==> config.mk <==
export PLATFORM = sky130hd
export DESIGN_NAME = reg_write_sequencer
export DESIGN_NICKNAME = d
export VERILOG_FILES = /design/src/rtl/reg_write_sequencer.sv
export SDC_FILE = /design/constraint.sdc
export NUM_CORES = 1
export LEC_CHECK = 0
export BUFFER_PORTS_ARGS = -buffer_cell sky130_fd_sc_hd__buf_4
export CORE_UTILIZATION = 62
export CTS_BUF_LIST = sky130_fd_sc_hd__clkbuf_8
export CTS_CLUSTER_SIZE = 24
export DETAILED_ROUTE_END_ITERATION = 6
export PLACE_DENSITY = 0.83
export SYNTH_ARGS = -nofsm -noshare
export SYNTH_HDL_FRONTEND = slang
export SYNTH_SLANG_ARGS = --single-unit
==> constraint.sdc <==
create_clock -name clk -period 3.35 [get_ports clk]
set_clock_uncertainty 0.2 [all_clocks]
set_input_delay 0.335 -clock clk [delete_from_list [all_inputs] [get_ports clk]]
set_output_delay 0.335 -clock clk [all_outputs]
set_load 0.005 [all_outputs]
==> src/rtl/reg_write_sequencer.sv <==
// Timed register-write sequencer: host commands are queued, then replayed as one-cycle bus strobes.
// Strobe appears two edges after a command enters an idle block; cmd_ready drops while the queue is full.

module rws_fifo #(
  parameter int W     = 8,
  parameter int DEPTH = 4
) (
  input  logic                   clk,
  input  logic                   rst,
  input  logic                   i_wr_vld,
  output logic                   o_wr_rdy,
  input  logic [W-1:0]           i_wr_dat,
  input  logic                   i_rd_rdy,
  output logic                   o_rd_vld,
  output logic [W-1:0]           o_rd_dat,
  output logic [$clog2(DEPTH):0] o_level
);
  localparam int AW = $clog2(DEPTH);
  localparam int LW = AW + 1;

  logic [W-1:0]  r_mem [DEPTH];
  logic [AW-1:0] r_wr_ptr;
  logic [AW-1:0] r_rd_ptr;
  logic [LW-1:0] r_level;
  logic          w_push;
  logic          w_pop;

  // Full blocks a push even when a pop happens on the same edge.
  assign o_wr_rdy = (r_level != LW'(DEPTH));
  assign o_rd_vld = (r_level != '0);
  assign o_rd_dat = r_mem[r_rd_ptr];
  assign o_level  = r_level;
  assign w_push   = i_wr_vld && o_wr_rdy;
  assign w_pop    = i_rd_rdy && o_rd_vld;

  always_ff @(posedge clk) begin
    if (w_push) begin
      r_mem[r_wr_ptr] <= i_wr_dat;
    end
  end

  always_ff @(posedge clk) begin
    if (rst) begin
      r_wr_ptr <= '0;
      r_rd_ptr <= '0;
      r_level  <= '0;
    end else begin
      if (w_push) begin
        r_wr_ptr <= r_wr_ptr + AW'(1);
      end
      if (w_pop) begin
        r_rd_ptr <= r_rd_ptr + AW'(1);
      end
      case ({w_push, w_pop})
        2'b10:   r_level <= r_level + LW'(1);
        2'b01:   r_level <= r_level - LW'(1);
        default: r_level <= r_level;
      endcase
    end
  end
endmodule

module reg_write_sequencer #(
  parameter int DEPTH    = 4,
  parameter int TICK_DIV = 1000,
  parameter int DELAY_W  = 8
) (
  input  logic                   clk,
  input  logic                   rst,
  input  logic                   cmd_valid,
  output logic                   cmd_ready,
  input  logic [2:0]             cmd_addr,
  input  logic [4:0]             cmd_data,
  input  logic [DELAY_W-1:0]     cmd_delay,
  output logic                   write_strobe,
  output logic [2:0]             address,
  output logic [4:0]             data,
  output logic                   busy,
  output logic [$clog2(DEPTH):0] fifo_level
);
  localparam int PRE_W = (TICK_DIV > 1) ? $clog2(TICK_DIV) : 1;
  localparam logic [PRE_W-1:0] PRE_LAST = PRE_W'(TICK_DIV - 1);

  typedef struct packed {
    logic [2:0]         addr;
    logic [4:0]         data;
    logic [DELAY_W-1:0] delay;
  } cmd_t;

  typedef enum logic [1:0] {S_IDLE, S_WRITE, S_WAIT} state_t;

  state_t                  r_state;
  cmd_t                    w_wr_dat;
  cmd_t                    w_head;
  logic                    w_head_vld;
  logic                    w_rd_rdy;
  logic                    w_pop;
  logic                    r_head_seen;
  logic [DELAY_W-1:0]      r_delay;
  logic [DELAY_W-1:0]      r_dcnt;
  logic [PRE_W-1:0]        r_pre;
  logic [$clog2(DEPTH):0]  w_level;

  assign w_wr_dat = {cmd_addr, cmd_data, cmd_delay};

  // A head entry is only taken once it has been visible for a full cycle,
  // which fixes the accept-to-strobe latency at two edges.
  assign w_rd_rdy = (r_state == S_IDLE) && r_head_seen;
  assign w_pop    = w_rd_rdy && w_head_vld;

  rws_fifo #(
    .W     ($bits(cmd_t)),
    .DEPTH (DEPTH)
  ) u_fifo (
    .clk      (clk),
    .rst      (rst),
    .i_wr_vld (cmd_valid),
    .o_wr_rdy (cmd_ready),
    .i_wr_dat (w_wr_dat),
    .i_rd_rdy (w_rd_rdy),
    .o_rd_vld (w_head_vld),
    .o_rd_dat (w_head),
    .o_level  (w_level)
  );

  assign fifo_level = w_level;
  assign busy       = (r_state != S_IDLE) || (w_level != '0);

  always_ff @(posedge clk) begin
    if (rst) begin
      r_state      <= S_IDLE;
      write_strobe <= 1'b0;
      address      <= '0;
      data         <= '0;
      r_delay      <= '0;
      r_dcnt       <= '0;
      r_pre        <= '0;
      r_head_seen  <= 1'b0;
    end else begin
      r_head_seen  <= w_head_vld;
      write_strobe <= 1'b0;
      case (r_state)
        S_IDLE: begin
          if (w_pop) begin
            address      <= w_head.addr;
            data         <= w_head.data;
            r_delay      <= w_head.delay;
            write_strobe <= 1'b1;
            r_state      <= S_WRITE;
          end
        end
        S_WRITE: begin
          if (r_delay == '0) begin
            r_state <= S_IDLE;
          end else begin
            r_dcnt  <= r_delay;
            r_pre   <= '0;
            r_state <= S_WAIT;
          end
        end
        S_WAIT: begin
          // Exit on the edge that completes the final tick: delay*TICK_DIV cycles in total.
          if (r_pre == PRE_LAST) begin
            r_pre  <= '0;
            r_dcnt <= r_dcnt - DELAY_W'(1);
            if (r_dcnt == DELAY_W'(1)) begin
              r_state <= S_IDLE;
            end
          end else begin
            r_pre <= r_pre + PRE_W'(1);
          end
        end
        default: r_state <= S_IDLE;
      endcase
    end
  end
endmodule

======== After elaboration in Yosys (flattened, before gate mapping) ========
Memory sizes are Yosys's and may differ from the RTL's. A register that Yosys moved wholly into a read port is not among the register bits.
Index checks and enable logic that the tools add are counted.
word-level totals
  bits in registers ....................... 29
  memory bits (writable) .................. 64
  bits of input ports ..................... 19
  memories ................................ 1
memories
  memory        depth  bits a word  read ports  clocked after memory_dff  write ports  line  source
  u_fifo.r_mem  4      16           1           1                         1            21    logic [W-1:0] r_mem [DEPTH];
cells by class
  $add $sub $neg .......................... 6
  equality and inequality tests ........... 11
  multiplexer cells ....................... 15
  bitwise logic cells ..................... 1
  reduce and logical (&&, ||, !) cells .... 15
operators by type and width
  kind                                                                    number
  10-bit two-way mux                                                      2
  10-bit case mux with 2 select lines                                     1
  8-bit two-way mux                                                       2
  8-bit case mux with 2 select lines                                      1
  10-bit by 1-bit adder with 10-bit output (second input constant)        1
  10-bit equality test (second input constant)                            1
  8-bit by 1-bit equality test with 1-bit output (second input constant)  1
  8-bit zero test                                                         1
  2-bit two-way mux                                                       4
  8-bit by 1-bit subtractor with 8-bit output (second input constant)     1
  2-bit != test (second input constant)                                   3
  2-bit case mux with 3 select lines                                      1
  3-bit case mux with 2 select lines                                      1
  3-bit AND reduction                                                     2
  2-bit nonzero test                                                      3
  2-bit by 1-bit adder with 2-bit output (second input constant)          2
  2-bit by 1-bit equality test with 1-bit output (second input constant)  2
  2-bit equality test (second input constant)                             2
  2-bit AND reduction                                                     2
  3-bit by 1-bit adder with 3-bit output (second input constant)          1
  1-bit logical AND                                                       3
  1-bit two-way mux                                                       3
  3-bit != test (second input constant)                                   1
  3-bit nonzero test                                                      1
  6 further kinds                                                         6

======== Longest topological paths before layout ========
  depth after elaboration ................. 5
  mapped depth ............................ 10

======== Modules after synthesis ========
From an unflattened synthesis, not the netlist that was laid out.
unflattened totals
  cells, all modules ...................... 360
  area, all modules ....................... 4,699.5 um2
by module, submodules not included
  module               times used  cells an instance  area each (um2)
  rws_fifo             1           136                2,822.7
  reg_write_sequencer  1           224                1,876.8

======== Worst setup path after synthesis ========
No wires, ideal clock.
  path type ............................... flip-flop to flip-flop
  start ................................... reg u_fifo.r_level[0] (netlist: u_fifo.o_level[0])
  end ..................................... reg u_fifo.r_level[2] (netlist: u_fifo.o_level[2])
  setup time .............................. 0.070 ns
  arrival time ............................ 2.221 ns
  required time ........................... 3.080 ns
  path slack .............................. 0.859 ns
  cell stages (with the launch flop) ...... 11
  path buffers ............................ 1
  period minus slack after synthesis ...... 2.491 ns
  path through ............................ dfxtp_1 or3_1 nand3_2 inv_2 buf_2 ha_1 inv_1 fa_1 xor2_1 or3_1 a21oi_1
on the way
  word-level cells in the longest chain between the ends .. 4
  elaborated cells on any way between the ends .. 10
  those cells by class .................... add/sub (2); eq/ne (3); mux (1); reduce/logical (4)
ends and longest elaborated chain
  element                                                                                line  source
  from (decl)                                                                            24    logic [LW-1:0] r_level;
  from (signal assigned)                                                                 55    2'b10: r_level <= r_level + LW'(1);
  from (signal assigned)                                                                 56    2'b01: r_level <= r_level - LW'(1);
  from (signal assigned)                                                                 57    default: r_level <= r_level;
  3-bit nonzero test *                                                                   30    assign o_rd_vld = (r_level != '0);
  1-bit logical AND *                                                                    34    assign w_pop = i_rd_rdy && o_rd_vld;
  via u_fifo.w_pop                                                                       26    logic w_pop;
  2-bit by 1-bit equality test with 1-bit output or 2-bit equality test (tied branches)  54    case ({w_push, w_pop})
  3-bit case mux with 2 select lines or 2-bit nonzero test (tied branches)               --
Mark *: on every way through the listed nets, which the timed path passes. The rest lies on a longest branch.
A chain may end at the register's enable or synchronous reset.

======== Worst setup path in the final report ========
  start ................................... reg u_fifo.r_level[2] (netlist: u_fifo.o_level[2])
  end ..................................... reg u_fifo.r_level[2] (netlist: u_fifo.o_level[2])
on the way
  word-level cells in the longest chain between the ends .. 4
  elaborated cells on any way between the ends .. 10
  those cells by class .................... add/sub (2); eq/ne (3); mux (1); reduce/logical (4)
ends and longest elaborated chain
  element                                                                                line
  3-bit != test or 3-bit nonzero test (tied branches)                                    29, 30
  1-bit logical AND, on equally long branches                                            33, 34
  2-bit by 1-bit equality test with 1-bit output or 2-bit equality test (tied branches)  54
  3-bit case mux with 2 select lines or 2-bit nonzero test (tied branches)               --
Several ways; a longest one is shown, not always the timed one.

==> out/summary.txt <==
Status: finished, final reports clean
Setup Buffers After CTS: 0
Die W: 87.7 um
Worst hold slack: 0.177 ns
Crit path top cell by count: inv_1
Max Cap Viol: 0
Final Hold Viols: 0
Via density: 6.04
Pwr Total: 2.95 mW
Post-synth EDFFs: 64
Max-slew headroom: 41.5%
Max Transition Viols Final: 0
First-pass GRT wire length: 13,900 um
Seq. cell area: 0.00282 sq mm
Iteration-0 DRC Markers: 198
YS warnings: 0
RSZ-0062 raised after global routing: false
Min Tclk post-route: 2.64 ns
Filler Cell Count: 415
Routed vias: 3,024
Reg clk slew, reported paths: 0.12 ns
Syn Area/Cell: 12.8 sq um
Site Rows: 30
Worst IR Drop VDD: 0.000424 V
Initial core utilization: 65.6%
Skew-Pair Late Insertion Delay: 0.39 ns
Final setup violation count: 0
Netlist cell types: 50
DR WL/cell: 17.5 um
Min-Delay Path Class: in2reg
Largest cells by area after synthesis: edfxtp_1 (42%), dfxtp_1 (20%), mux4_2 (7.9%), a21oi_1 (4.6%), nand2_1 (3.8%)
Leakage: 1.79 nW
Die height: 87.7 um
Remaining DRCs: 0
CP Capture Type: flop
Setup TNS: 0 ns
Ant diodes: 0
Crit path buffers/inverters: 2
CTS buffer count: 9
Tcrit/Tclk final: 79.0%
CP max-delay cell: or3b_1
#FFs+latches synth: 109
Hpwl dp: 5400 um
Area leader, netlist: edfxtp_1
Largest net degree at the start of global routing: 44
Gpl congestion: 0.880
Core Footprint: 0.00694 sq mm
Data arrival, critical path: 2.76 ns
Worst EP required: 3.46 ns
Power Density: 571 mW/mm^2
Overall routing resource usage: 24.8%
DR pass1 iterations: 5
Multi-input logic area: 0.00157 sq mm
Area of the mapped netlist: 0.00455 sq mm
Max incr delay on CP: 0.45 ns
NumNets Final: 428
Total die area: 0.00769 sq mm
Post-Synthesis Cells: 357
Critical setup path kind: reg2reg
Synth top area share: 42.2%
Layout Utilization: 74.5%
Total gr overflow: 0
Syn Nets: 385
IO Count: 33
Crit-path cells: or3b_1 -> and2_1 -> inv_1 -> ha_1 -> inv_1 -> fa_1 -> xor2_1 -> or3_1 -> a21oi_1
CP top delay family: simple AND/OR/NAND/NOR gates
Layout cell share with drive strength beyond 1: 19.3%
Area grow syn2layout: 13.6%
Sequential share of the synthesized area: 62.0%
Startpoint Class: flop
ANT nets after route: 0
F_max: 0.378 GHz
Initial antenna violation count: 0
IO Port Bufs: 32
Slew @ Worst Pin: 0.877 ns
Clock H-tree levels: 3
Ys async rst share: 0%
CTS Buffer Depth: 2
Clk sinks: 109
Vias in the first global route: 2,904
Ys flop type: edfxtp_1
Root buffer cell: clkbuf_8
CTS tree: yes
Overall routed net length: 8760 um
CP Max Fanout: 6
==> per-layer routing <==
layer	part of all wire [%]	vias to the layer above	global-route usage, %
met5	0	-	0
met3	5.1	12	5.56
met2	53	104	43.6
met4	1.3	0	8.35
met1	40	1487	30.5
li1	-	1421	-
==> placed cells by master (no fill, tap or decap), types with 2 or more instances in the layout <==
cell type / n
a211o_1: 2
a211oi_1: 3
a21oi_1: 42
a22o_1: 2
a31oi_1: 2
and2_1: 5
and3_1: 10
buf_4: 35
clkbuf_8: 9
dfxtp_1: 45
dlygate4sd3_1: 16
edfxtp_1: 64
ha_1: 8
inv_1: 10
inv_8: 4
mux4_2: 16
nand2_1: 46
nand3_1: 10
nand4_1: 2
nor2_1: 18
nor3_1: 9
nor4_1: 2
o21ai_0: 4
o32ai_1: 7
or3_1: 2
xnor2_1: 4
xor2_1: 3
==> registers in the layout (all words and copies together), names as in the netlist <==
register / flops
u_fifo.r_mem: 64
u_fifo.r_wr_ptr: 2
r_state: 2
r_delay: 8
u_fifo.o_level: 3
address: 3
r_pre: 10
r_head_seen: 1
u_fifo.r_rd_ptr: 2
r_dcnt: 8
data: 5
write_strobe: 1
==> cell usage after synthesis (all sizes together), types with 2 or more instances <==
| library cell | instances |
|---|---|
| nor4 | 3 |
| and3 | 10 |
| mux4 | 16 |
| nor3b | 2 |
| a211o | 3 |
| nor3 | 9 |
| xnor2 | 4 |
| a31oi | 2 |
| a211oi | 3 |
| and2 | 6 |
| a22o | 3 |
| o21ai | 4 |
| inv | 11 |
| and4 | 2 |
| a21oi | 42 |
| xor2 | 3 |
| edfxtp | 64 |
| or3 | 2 |
| nand4 | 3 |
| buf | 13 |
| o32ai | 7 |
| ha | 8 |
| dfxtp | 45 |
| nor2 | 18 |
| clkbuf | 6 |
| nand3 | 11 |
| nand2 | 46 |
==> kinds of logic (layout without fill, tap and decap cells) <==
| logic type | count (synthesis) | in the layout | synth area share, % |
|---|---|---|---|
| adder cells (fa/ha/maj) | 9 | 9 | 2.64 |
| XOR/XNOR | 7 | 7 | 1.35 |
| multiplexers | 16 | 16 | 7.91 |
| flip-flops | 109 | 109 | 62.0 |
| AND/OR/NAND/NOR | 117 | 117 | 13.0 |
| buffers and inverters | 30 | 78 | 3.63 |
| AO/OA/AOI/OAI | 69 | 69 | 9.48 |
==> report_power, final <==
part | switching (mW) | total [mW] | internal (mW)
combinational | 0.299 | 0.560 | 0.261
sequential | 0.0676 | 1.61 | 1.54
clock | 0.488 | 0.785 | 0.298
total | 0.854 | 2.95 | 2.10
==> layout make-up <==
cell class	count	area share [%]
Tap cell	96	2.32
Clock buffer	9	2.39
Clock inverter	7	1.45
Multi-Input combinational cell	218	30.3
Sequential cell	109	54.6
Timing Repair Buffer	51	8.18
Inverter	11	0.798
==> stage by stage <==
| stage | area (sq um) | instances | worst slack, ns |
|---|---|---|---|
| 2_1_floorplan | 4550 | 357 | 0.859 |
| 3_3_place_gp | 4810 | 469 | 0.840 |
| 3_5_place_dp | 4810 | 469 | 0.731 |
| 4_1_cts | 5170 | 501 | 0.698 |
| 5_1_grt | 5170 | 501 | 0.545 |
| 6_report | 5170 | 501 | 0.705 |
==> worst paths after layout <==
| check | cells after the start | from | slack (ns) | end |
|---|---|---|---|---|
| min | 2 | rst | 0.18 | u_fifo.r_rd_ptr[0] |
| max reg2reg | 9 | u_fifo.o_level[2] | 0.71 | u_fifo.o_level[2] |
| max | 9 | u_fifo.o_level[2] | 0.71 | u_fifo.o_level[2] |
| min reg2reg | 2 | data[0] | 0.27 | data[0] |
==> repair_timing <==
item / in CTS / in global routing
endpoints found under the hold margin: 64 / 0
hold buffers: 16 / 0
gates resized for setup: 0 / 0
No activity file was read; power rests on OpenSTA's default activity.
